===== src/rtl/stream_vigenere_engine.sv =====
// Byte-stream Vigenere/Caesar engine: parses CMD, LEN, key and message from a valid/ready
// source, transforms the buffered message in place and streams it back with a 0x0A terminator.
module stream_vigenere_engine #(
  parameter int unsigned DEPTH   = 64,
  parameter int unsigned KEY_MAX = 16
) (
  input  logic       clk,
  input  logic       rst,
  input  logic       in_valid,
  input  logic [7:0] in_data,
  output logic       in_ready,
  output logic       out_valid,
  output logic [7:0] out_data,
  input  logic       out_ready,
  output logic       busy,
  output logic       err_ovf,
  output logic       err_hdr
);

  localparam int unsigned AW        = $clog2(DEPTH);
  localparam int unsigned CW        = AW + 1;
  localparam int unsigned KW        = $clog2(KEY_MAX) + 1;
  localparam int unsigned KIW       = (KEY_MAX > 1) ? $clog2(KEY_MAX) : 1;
  localparam int unsigned KEY_SLOTS = 1 << KIW;

  localparam logic [7:0] ChNl   = 8'h0A;
  localparam logic [7:0] ChE    = 8'h45;
  localparam logic [7:0] ChD    = 8'h44;
  localparam logic [7:0] ChQ    = 8'h3F;
  localparam logic [7:0] ChBang = 8'h21;

  typedef enum logic [2:0] {StCmd, StLen, StKey, StMsg, StProc, StSend} state_e;

  state_e state_q, state_d;

  logic [7:0]    buf_q [DEPTH];
  logic [4:0]    key_q [KEY_SLOTS];
  logic          mode_q, mode_d;
  logic [KW-1:0] klen_q, klen_d;
  logic [KW-1:0] kcnt_q, kcnt_d;
  logic [KW-1:0] kidx_q, kidx_d;
  logic [CW-1:0] cnt_q, cnt_d;
  logic [CW-1:0] pidx_q, pidx_d;
  logic [CW-1:0] snd_q, snd_d;
  logic          ovf_q, ovf_d;
  logic          term_q, term_d;
  logic          err_q, err_d;
  logic [7:0]    reply_q, reply_d;
  logic          out_valid_q, out_valid_d;
  logic [7:0]    out_data_q, out_data_d;
  logic          err_ovf_q, err_ovf_d;
  logic          err_hdr_q, err_hdr_d;

  logic           buf_we;
  logic [AW-1:0]  buf_waddr;
  logic [7:0]     buf_wdata;
  logic           key_we;
  logic [KIW-1:0] key_waddr;
  logic [4:0]     key_wdata;

  logic          in_fire;
  logic          cmd_ok;
  logic [7:0]    len_val;
  logic          len_ok;
  logic [7:0]    proc_byte;
  logic [4:0]    proc_key;
  logic [CW-1:0] send_len;
  logic [7:0]    send_byte;

  function automatic logic is_letter(input logic [7:0] c);
    return ((c >= 8'h41) && (c <= 8'h5A)) || ((c >= 8'h61) && (c <= 8'h7A));
  endfunction

  function automatic logic [4:0] key_shift(input logic [7:0] c);
    logic [7:0] t;
    if ((c >= 8'h41) && (c <= 8'h5A))      t = c - 8'h41;
    else if ((c >= 8'h61) && (c <= 8'h7A)) t = c - 8'h61;
    else if ((c >= 8'h30) && (c <= 8'h39)) t = c - 8'h30;
    else                                   t = c % 8'd26;
    return t[4:0];
  endfunction

  // Offsets stay in 6-bit unsigned: decrypt adds 26 before subtracting the shift.
  function automatic logic [7:0] cipher(input logic [7:0] c, input logic [4:0] k,
                                        input logic dec);
    logic [7:0] base;
    logic [7:0] diff;
    logic [5:0] sum;
    base = (c >= 8'h61) ? 8'h61 : 8'h41;
    diff = c - base;
    sum  = dec ? (diff[5:0] + 6'd26 - {1'b0, k}) : (diff[5:0] + {1'b0, k});
    if (sum >= 6'd26) sum = sum - 6'd26;
    return base + {2'b00, sum};
  endfunction

  assign in_fire   = in_valid & in_ready;
  assign cmd_ok    = (in_data == ChE) || (in_data == ChD);
  assign len_val   = ((in_data >= 8'h31) && (in_data <= 8'h39)) ? (in_data - 8'h30) : in_data;
  assign len_ok    = (len_val != 8'd0) && ({24'd0, len_val} <= KEY_MAX);
  assign proc_byte = buf_q[pidx_q[AW-1:0]];
  assign proc_key  = key_q[kidx_q[KIW-1:0]];
  assign send_len  = err_q ? CW'(1) : cnt_q;
  assign send_byte = (snd_q == send_len) ? ChNl : (err_q ? reply_q : buf_q[snd_q[AW-1:0]]);

  // State register
  always_ff @(posedge clk) begin
    if (rst) state_q <= StCmd;
    else     state_q <= state_d;
  end

  // Next-state logic
  always_comb begin
    state_d = state_q;
    unique case (state_q)
      StCmd:  if (in_fire) state_d = cmd_ok ? StLen : StSend;
      StLen:  if (in_fire) state_d = len_ok ? StKey : StSend;
      StKey:  if (in_fire && (kcnt_q == klen_q - KW'(1))) state_d = StMsg;
      StMsg:  if (in_fire && (in_data == ChNl)) state_d = ovf_q ? StSend : StProc;
      StProc: if (pidx_q + CW'(1) >= cnt_q) state_d = StSend;
      StSend: if (term_q && out_valid_q && out_ready) state_d = StCmd;
      default: state_d = StCmd;
    endcase
  end

  // FSM outputs
  always_comb begin
    in_ready = 1'b0;
    unique case (state_q)
      StCmd, StLen, StKey, StMsg: in_ready = 1'b1;
      default:                    in_ready = 1'b0;
    endcase
    busy = (state_q != StCmd);
  end

  // Datapath next-state
  always_comb begin
    mode_d      = mode_q;
    klen_d      = klen_q;
    kcnt_d      = kcnt_q;
    kidx_d      = kidx_q;
    cnt_d       = cnt_q;
    pidx_d      = pidx_q;
    snd_d       = snd_q;
    ovf_d       = ovf_q;
    term_d      = term_q;
    err_d       = err_q;
    reply_d     = reply_q;
    out_valid_d = out_valid_q;
    out_data_d  = out_data_q;
    err_ovf_d   = 1'b0;
    err_hdr_d   = 1'b0;
    buf_we      = 1'b0;
    buf_waddr   = cnt_q[AW-1:0];
    buf_wdata   = in_data;
    key_we      = 1'b0;
    key_waddr   = kcnt_q[KIW-1:0];
    key_wdata   = key_shift(in_data);

    unique case (state_q)
      StCmd: begin
        if (in_fire) begin
          cnt_d  = '0;
          ovf_d  = 1'b0;
          kcnt_d = '0;
          pidx_d = '0;
          kidx_d = '0;
          if (cmd_ok) begin
            mode_d = (in_data == ChD);
            err_d  = 1'b0;
          end else begin
            err_hdr_d = 1'b1;
            err_d     = 1'b1;
            reply_d   = ChQ;
          end
        end
      end
      StLen: begin
        if (in_fire) begin
          if (len_ok) begin
            klen_d = KW'(len_val);
          end else begin
            err_hdr_d = 1'b1;
            err_d     = 1'b1;
            reply_d   = ChQ;
          end
        end
      end
      StKey: begin
        if (in_fire) begin
          key_we = 1'b1;
          kcnt_d = kcnt_q + KW'(1);
        end
      end
      StMsg: begin
        if (in_fire) begin
          if (in_data == ChNl) begin
            if (ovf_q) begin
              err_d   = 1'b1;
              reply_d = ChBang;
            end
          end else if (cnt_q < CW'(DEPTH)) begin
            buf_we = 1'b1;
            cnt_d  = cnt_q + CW'(1);
          end else if (!ovf_q) begin
            ovf_d     = 1'b1;
            err_ovf_d = 1'b1;
          end
        end
      end
      StProc: begin
        pidx_d = pidx_q + CW'(1);
        // Only letters consume a key position.
        if ((pidx_q < cnt_q) && is_letter(proc_byte)) begin
          buf_we    = 1'b1;
          buf_waddr = pidx_q[AW-1:0];
          buf_wdata = cipher(proc_byte, proc_key, mode_q);
          kidx_d    = (kidx_q == klen_q - KW'(1)) ? '0 : kidx_q + KW'(1);
        end
      end
      StSend: begin
        if (!term_q && (!out_valid_q || out_ready)) begin
          out_valid_d = 1'b1;
          out_data_d  = send_byte;
          snd_d       = snd_q + CW'(1);
          term_d      = (snd_q == send_len);
        end else if (out_valid_q && out_ready) begin
          out_valid_d = 1'b0;
          term_d      = 1'b0;
        end
      end
      default: ;
    endcase

    if (state_q != StSend) begin
      snd_d  = '0;
      term_d = 1'b0;
    end
  end

  always_ff @(posedge clk) begin
    if (rst) begin
      mode_q      <= 1'b0;
      klen_q      <= '0;
      kcnt_q      <= '0;
      kidx_q      <= '0;
      cnt_q       <= '0;
      pidx_q      <= '0;
      snd_q       <= '0;
      ovf_q       <= 1'b0;
      term_q      <= 1'b0;
      err_q       <= 1'b0;
      reply_q     <= '0;
      out_valid_q <= 1'b0;
      out_data_q  <= '0;
      err_ovf_q   <= 1'b0;
      err_hdr_q   <= 1'b0;
    end else begin
      mode_q      <= mode_d;
      klen_q      <= klen_d;
      kcnt_q      <= kcnt_d;
      kidx_q      <= kidx_d;
      cnt_q       <= cnt_d;
      pidx_q      <= pidx_d;
      snd_q       <= snd_d;
      ovf_q       <= ovf_d;
      term_q      <= term_d;
      err_q       <= err_d;
      reply_q     <= reply_d;
      out_valid_q <= out_valid_d;
      out_data_q  <= out_data_d;
      err_ovf_q   <= err_ovf_d;
      err_hdr_q   <= err_hdr_d;
    end
  end

  always_ff @(posedge clk) begin
    if (rst) begin
      for (int i = 0; i < DEPTH; i++) buf_q[i] <= '0;
      for (int i = 0; i < KEY_SLOTS; i++) key_q[i] <= '0;
    end else begin
      if (buf_we) buf_q[buf_waddr] <= buf_wdata;
      if (key_we) key_q[key_waddr] <= key_wdata;
    end
  end

  assign out_valid = out_valid_q;
  assign out_data  = out_data_q;
  assign err_ovf   = err_ovf_q;
  assign err_hdr   = err_hdr_q;

endmodule

===== config.mk =====
export PLATFORM = sky130hd
export DESIGN_NAME = stream_vigenere_engine
export DESIGN_NICKNAME = d
export VERILOG_FILES = /design/src/rtl/stream_vigenere_engine.sv
export SDC_FILE = /design/constraint.sdc
export NUM_CORES = 1
export LEC_CHECK = 0
export ABC_AREA = 1
export CORE_MARGIN = 4
export CORE_UTILIZATION = 49
export DETAILED_ROUTE_END_ITERATION = 16
export SYNTH_ARGS = -nofsm -noshare
export SYNTH_HDL_FRONTEND = slang
export SYNTH_SLANG_ARGS = --single-unit

===== constraint.sdc =====
create_clock -name clk -period 10.1 [get_ports clk]
set_input_delay 1.01 -clock clk [delete_from_list [all_inputs] [get_ports clk]]
set_output_delay 1.01 -clock clk [all_outputs]
set_load 0.02 [all_outputs]

==> Yosys cells after proc, flatten, opt, wreduce, memory -nomap -nowiden <==
Memory sizes are Yosys's and may differ from the RTL's. A register that Yosys moved wholly into a read port is not among the register bits.
Index checks and enable logic that the tools add are counted.
{ "word_totals": {"ff_bits": 62, "ram_bits": 592, "out_inout_bits": 13, "word_cells": 220, "memories": 2} }
{ "classes": {"add_sub_neg": 15, "div": 1, "magnitude_cmp": 16, "eq_ne": 28, "mux": 95, "n_bitwise": 3, "n_reduce_logical": 44} }
{ "memory_table": {"columns": ["memory", "depth", "word_bits", "read_ports", "rd_ports_with_merged_regs", "wr", "line", "text"], "rows": [
  ["buf_q", 64, 8, 2, 2, 64, "36", "logic [7:0] buf_q [DEPTH];"],
  ["key_q", 16, 5, 1, 1, 16, "37", "logic [4:0] key_q [KEY_SLOTS];"]
]} }
{ "ops": {"columns": ["operator", "n"], "rows": [
  ["2-to-1 mux 8 bit", 13],
  ["2-to-1 mux 6 bit", 12],
  ["2-to-1 mux 5 bit", 8],
  ["2-to-1 mux 1 bit", 36],
  ["2-to-1 mux 7 bit", 5],
  ["greater-or-equal comparator 8 x 7 -> 1 bit, second input constant", 4],
  ["less-or-equal comparator 8 x 7 -> 1 bit, second input constant", 4],
  ["!= test 2 bit, second input constant", 16],
  ["one-hot mux 7 bit (2 select lines)", 2],
  ["2-to-1 mux 3 bit", 8],
  ["one-hot mux 8 bit (3 select lines)", 1],
  ["adder 7 x 1 -> 7 bit, second input constant", 3],
  ["one-hot mux 5 bit (2 select lines)", 2],
  ["one-hot mux 3 bit (6 select lines)", 1],
  ["equality test 8 x 7 -> 1 bit, second input constant", 2],
  ["greater-or-equal comparator 8 x 6 -> 1 bit, second input constant", 2],
  ["subtractor 5 x 1 -> 5 bit, second input constant", 3],
  ["logical AND 1 bit", 14],
  ["2-to-1 mux 4 bit", 3],
  ["AND reduction 3 bit", 4],
  ["adder 5 x 1 -> 5 bit, second input constant", 2],
  ["equality test 5 bit", 2],
  ["AND reduction 5 bit", 2],
  ["OR reduction 5 bit", 2],
  ["37 further kinds", 51]
]} }

==> Logic depth before layout (Yosys ltp) <==
Gate-level depths: netlist of run 1.
{ "logic_depth": {"depth_word": 14, "ltp_mapped": 39, "depth_no_buf": 35} }

==> Worst setup path after synthesis of run 1 <==
No wires, ideal clock.
{ "synth_timing": {"path_type": "reg-to-reg", "from": "reg with a tool-made name", "to": "mem buf_q[10][1] (data pin)", "arrival_time_ns": 5.029, "required_ns": 9.834, "path_slack_ns": 4.805, "path_stages_with_launch": 33, "n_path_buf": 4, "cell_sequence": "dfxtp_1 > buf_4 > inv_2 > buf_2 > buf_2 > nand2_1 > nand3_1 > nand3_1 > nand2_1 > nand2_1 > nand3_1 > nand3_1 > nand2_1 > inv_1 > ha_1 > inv_1 > ha_1 > ha_1 > fa_1 > xnor2_1 > o21ai_0 > inv_1 > nor2_1 > inv_1 > nor4_1 > inv_1 > nand4_1 > nand2_1 > and2_1 > ha_1 > o21ai_1 > clkbuf_1 > nor2_1"} }
{ "synth_rtl": {"columns": ["item", "line"], "rows": [
  ["to (decl)", "36"]
]} }

==> summary.md, run 1 <==
| Metric | Value |
|---|---|
| R2R depth | 31 |
| Initial core utilization | 0.4943 |
| N_diodes | 0 |
| Die Y | 284.6 um |
| CTS resizes | 0 |
| Slew headroom | 0.2139 |
| Top cell type's share of synthesized area | 0.4743 |
| Leakage | 15.42 nW |
| Setup bufs post-CTS | 0 |
| Final hold violations | 0 |
| Horiz. Die Dim | 284.6 um |
| Via density | 6.302 |
| Dpl cells | 5267 |
| Ports | 25 |
| Non-Filler Instances | 5402 |
| Worst Path Max Fanout | 129 |
| Global placement routability congestion | 0.9349 |
| Clk_lat worst skew | 0.63 ns |
| Share of cells above drive strength 1 | 0.06080 |
| Slew of the pin with the lowest slew margin | 1.179 ns |
| Number of synthesized flops with an enable pin | 592 |
| Max stage delay on crit path | 0.67 ns |
| Hold wc startpoint | ovf_q |
| CP required | 10.46 ns |
| H-tree depth | 3 |
| Final core occ | 0.5322 |
| Setup Skew | 0.03008 ns |
| Worst-path clk slew | 0.07 ns |
| Arr. time, crit path | 8.26 ns |
| Unrepaired setup endpoints after global routing | no |
| R2r endpoint | buf_q[8][2] |
| DR WL/cell | 24.91 um |
| Remaining global-route overflow | 0 |
| Hold WC Path Type | flop to flop |
| Synthesized area per cell | 8.248 um^2 |
| Flops & latches, synth | 664 |
| Syn nets | 4610 |
| DRT iter0 DRCs | 4386 |
| Setup-failing EPs final | 0 |
| Post-synthesis cell type count | 55 |
| MaxCap Viol Count | 0 |
| Largest net degree at the start of global routing | 130 |
| Tcrit/Tclk final | 0.7832 |
| Area of the multi-input gates | 0.01616 mm^2 |
| Slowest-stage cell, CP | o21ai_4 |
| Minimum clock period | 7.910 ns |
| Core Area | 0.07582 mm^2 |
| DRT antenna net count | 0 |
| Yosys warning count | 0 |
| Hold_buf cts | 0 |
| Slack of the worst reg-to-reg path | 2.19 ns |
| Yosys top cell by area | edfxtp_1 |
| Highest-count cells in the layout ignoring fill and taps | 912 x nand2_1, 731 x nor2_1, 592 x edfxtp_1 |
| Type of origin of the critical path | flop |
| Top post-synthesis cells by area | edfxtp_1 47%, nand2_1 9.2%, nor2_1 7.3% |
| Clk sinks | 664 |
| Mapped Cells | 4544 |
| Total Routing Usage GR | 0.3224 |
| First-pass GRT wire length | 200300 um |
| CTS root buffer | clkbuf_16 |
| Worst Hold Depth | 1 |
| Die area | 0.08098 mm^2 |
| Setup TNS | 0 ns |
| Vias in the first global route | 32206 |
| Worst hold endpoint | err_ovf |
| Final wirelength | 134600 um |
| Fmax | 126.4 MHz |
| Total iterations of the first detailed-routing run | 8 |
| Crit end category | flop |
| Top_reg_cell synth | edfxtp_1 |
| Number of buffers added on ports | 24 |
| Pins Over Slew Limit | 0 |
| Layout area overhead | 7.668% |
| Status | finished, final reports clean |
| Remaining DRCs | 0 |
| CTS Buf Count | 76 |
| Sequential fraction of the synthesis area | 0.5128 |
| Total number of vias | 34044 |
| Max Root-Sink Buffers | 3 |
| Mapped Area | 0.03748 mm^2 |
| Category of the most critical setup path | flop to flop |
| PwrDens | 197.3 mW/mm^2 |
| Synth async-reset ratio | 0 |
| DPL Wire Length | 82590 um |
| CP dominant cell by count | nand2_1 |
| Initial antenna violation count | 1 |
| Commonest non-fill, non-tap cell in the layout | nand2_1 |
| VDD IR max | 0.1799 mV |
| Num rows | 101 |
| TritonCTS clock tree | yes |
| FF/Latch Area | 0.01924 mm^2 |
| Nets@finish | 4433 |
| Layout fillers | 7150 |
-- state kept, by name (all words and copies together) (netlist names), 3 cells and up, named ones only --
signal and count:
pidx_q 7, kcnt_q 5, buf_q 512, cnt_q 7
key_q 80, klen_q 5, state_q 3, snd_q 7
out_data 8, kidx_q 5
-- cell usage after synthesis (all sizes together), types with 5 or more instances --
master,n
edfxtp,592
a21oi,381
o211ai,15
ha,52
a211oi,5
o21ai,416
inv,186
nand3,464
nor2,744
nor3,23
mux2i,19
buf,134
xor2,27
nor4,7
o22ai,126
nand2,978
o221ai,38
dfxtp,72
clkbuf,193
o32ai,6
a31oi,14
nand4,11
-- power by group --
group          switching [mW]  total, mW  internal, mW
clock                    1.15       2.69          1.55
sequential              0.113       3.20          3.09
combinational            1.45       2.07         0.620
-- kinds of logic after synthesis --
kind of cell             after synthesis  synth area share
AND/OR/NAND/NOR                     2240            0.2496
buffers and inverters                517           0.05785
flip-flops                           664            0.5128
XOR/XNOR                              31          0.007445
AO/OA/AOI/OAI                       1017            0.1482
adder cells (fa/ha/maj)               54           0.01843
multiplexers                          21          0.005675
-- critical path: cells and delay by family, from the launching register on --
family / cells / cell delay, ns
AND/OR/NAND/NOR: 14 / 1.75
adder cells (fa/ha/maj): 5 / 1.49
AO/OA/AOI/OAI: 2 / 1.00
buffers and inverters: 8 / 2.20
flip-flops: 1 / 0.58
XOR/XNOR: 2 / 0.31
-- layer usage --
layer	track usage	vias up	part of all wire
met5	0	-	0
met4	0.1501	0	0.047
met3	0.05541	387	0.10
met2	0.5132	2050	0.46
met1	0.4322	16193	0.39
li1	-	15414	-
-- stage by stage --
| step | total power [mW] | hold slack, ns | cell area, um^2 | setup WS [ns] |
|---|---|---|---|---|
| final | 7.960 | 0.4312 | 40350 | 2.190 |
| after global routing | 8.327 | 0.4530 | 40350 | 1.572 |
| after CTS | 7.946 | 0.4405 | 40350 | 2.307 |
| after detailed placement | 5.286 | 0.4303 | 37990 | 2.328 |
| after global placement | 5.271 | 0.4188 | 37990 | 2.509 |
| after floorplan | 4.730 | 0.3903 | 37480 | 4.805 |
-- how the worst max path moves through the flow --
| stage | start | end | cells after the start |
|---|---|---|---|
| after floorplan | flop | buf_q[10][1] | 32 |
| after CTS | flop | buf_q[8][2] | 31 |
| final | flop | buf_q[8][2] | 31 |
| after global placement | flop | buf_q[15][2] | 31 |
| after global routing | flop | buf_q[63][2] | 31 |
| after detailed placement | flop | buf_q[13][2] | 31 |
-- final cells by class --
type	instances	area share
clock inverters	29	0.004868
flip-flops and latches	664	0.4767
repair buffers	72	0.01550
clock buffers	106	0.05380
well taps	978	0.03032
multi-input cells	3363	0.4005
inverters	190	0.01826
No activity file was read; power rests on OpenSTA's default activity.
==> run 2: changes to the inputs <==
- clock period: 10.1 -> 7.52 ns (I/O delays scaled with it)
==> summary.md, run 2 (synthesis results as in run 1) <==
| Metric | Value |
|---|---|
| Status | finished, final reports clean |
| DR WL/cell | 24.60 um |
| Remaining DRCs | 0 |
| Type of origin of the critical path | flop |
| Clk sinks | 664 |
| VDD IR max | 0.1787 mV |
| Max Root-Sink Buffers | 3 |
| Worst Path Max Fanout | 73 |
| Initial core utilization | 0.4943 |
| Max stage delay on crit path | 0.54 ns |
| Total number of vias | 34121 |
| R2r endpoint | buf_q[9][4] |
| Final hold violations | 0 |
| Tcrit/Tclk final | 0.9213 |
| N_diodes | 0 |
| Core Area | 0.07582 mm^2 |
| MaxCap Viol Count | 0 |
| Unrepaired setup endpoints after global routing | no |
| Post-route cell area | 0.04091 mm^2 |
| Crit end category | flop |
| First-pass GRT wire length | 199900 um |
| Layout area overhead | 9.144% |
| Hold WC Path Type | flop to flop |
| Fmax | 144.3 MHz |
| Post-place instance area | 0.03843 mm^2 |
| Highest-count cells in the layout ignoring fill and taps | 912 x nand2_1, 731 x nor2_1, 592 x edfxtp_1 |
| Hold wc startpoint | ovf_q |
| Total iterations of the first detailed-routing run | 7 |
| Dpl cells | 5300 |
| Total Routing Usage GR | 0.3213 |
| Horiz. Die Dim | 284.6 um |
| Nets@finish | 4464 |
| Ports | 25 |
| PwrDens | 266.7 mW/mm^2 |
| Number of buffers added on ports | 24 |
| DRT iter0 DRCs | 4828 |
| Pins Over Slew Limit | 0 |
| Vias in the first global route | 32243 |
| Die Y | 284.6 um |
| CTS root buffer | clkbuf_16 |
| Largest net degree at the start of global routing | 99 |
| Initial antenna violation count | 1 |
| H-tree depth | 3 |
| Final wirelength | 133600 um |
| TritonCTS clock tree | yes |
| Share of cells above drive strength 1 | 0.06915 |
| Minimum clock period | 6.928 ns |
| CTS Buf Count | 74 |
| Non-Filler Instances | 5432 |
| Worst hold endpoint | err_ovf |
| Place WS | 0.7195 ns |
| Num rows | 101 |
| Slack of the worst reg-to-reg path | 0.59 ns |
| Die area | 0.08098 mm^2 |
| DRT antenna net count | 0 |
| Slowest-stage cell, CP | dfxtp_4 |
| Arr. time, crit path | 7.38 ns |
| Number of flip-flops in the largest register | 512 |
| Slew of the pin with the lowest slew margin | 1.079 ns |
| Setup bufs post-CTS | 0 |
| Setup-failing EPs final | 0 |
| Most flop-heavy register | buf_q |
| Worst Hold Depth | 1 |
| R2R depth | 31 |
| Global placement routability congestion | 0.9095 |
| DPL Wire Length | 84040 um |
| Post-route setup slack | 0.5916 ns |
| Clk_lat worst skew | 0.63 ns |
| CP required | 7.97 ns |
| Hold_buf cts | 0 |
| Worst-path clk slew | 0.06 ns |
| Hold slack | 0.4288 ns |
| Leakage | 15.71 nW |
| Setup TNS | 0 ns |
| Slew headroom | 0.2734 |
| Via density | 6.281 |
| Remaining global-route overflow | 0 |
| CTS resizes | 0 |
| Commonest non-fill, non-tap cell in the layout | nand2_1 |
| Category of the most critical setup path | flop to flop |
| Setup Skew | 0.03440 ns |
==> run 2: cell types whose count changed in the layout (fill, tap and decap cells not counted), sizes merged <==
cell	before	now
buf	48	81
bufinv	2	9
clkbuf	106	92
clkinv	28	30
clkinvlp	1	2
inv	188	189
==> run 2: area by class of cell <==
class / instances / area (um^2)
clock buffers: 92 / 2036
clock inverters: 40 / 436.7
fillers: 7123 / 34920
inverters: 190 / 737.0
multi-input cells: 3363 / 16160
flip-flops and latches: 664 / 19240
well taps: 978 / 1224
repair buffers: 105 / 1074
==> run 2: worst max path at each step <==
stage	end	slack [ns]
final	buf_q[9][4]	0.59
after global routing	buf_q[9][4]	0.05
after CTS	buf_q[60][4]	0.74
after detailed placement	buf_q[25][4]	0.72
after global placement	buf_q[8][4]	0.83
after floorplan	buf_q[10][1]	2.23
==> run 2: metrics by stage <==
step	util	total power [mW]
2_1_floorplan	-	6.352
3_3_place_gp	0.5069	7.153
3_5_place_dp	0.5069	7.159
4_1_cts	0.5395	10.88
5_1_grt	0.5395	11.41
6_report	0.5395	10.91
==> run 2: worst max-delay path, delay by kind of cell, from the launching register on <==
kind	cells	cell delay (ns)
fa+ha+maj	5	1.52
simple gates	15	2.36
xor+xnor	1	0.15
compound gates	2	0.47
flops	1	0.54
buf+inv	8	1.62
==> run 2: routing by layer <==
layer | global-route usage | wire length, um | up-vias
met4 | 0.1376 | 6227 | 0
met2 | 0.5115 | 60640 | 2068
met1 | 0.4378 | 52780 | 16236
met3 | 0.05213 | 13960 | 366
li1 | - | - | 15451
met5 | 0 | 0 | -
==> run 2: power by group <==
group	internal (mW)	switching [mW]	leakage [nW]
Sequential	4.14	0.148	6.70
Clock	2.23	1.55	1.21
Combinational	0.876	1.96	7.80
Total	7.25	3.66	15.7
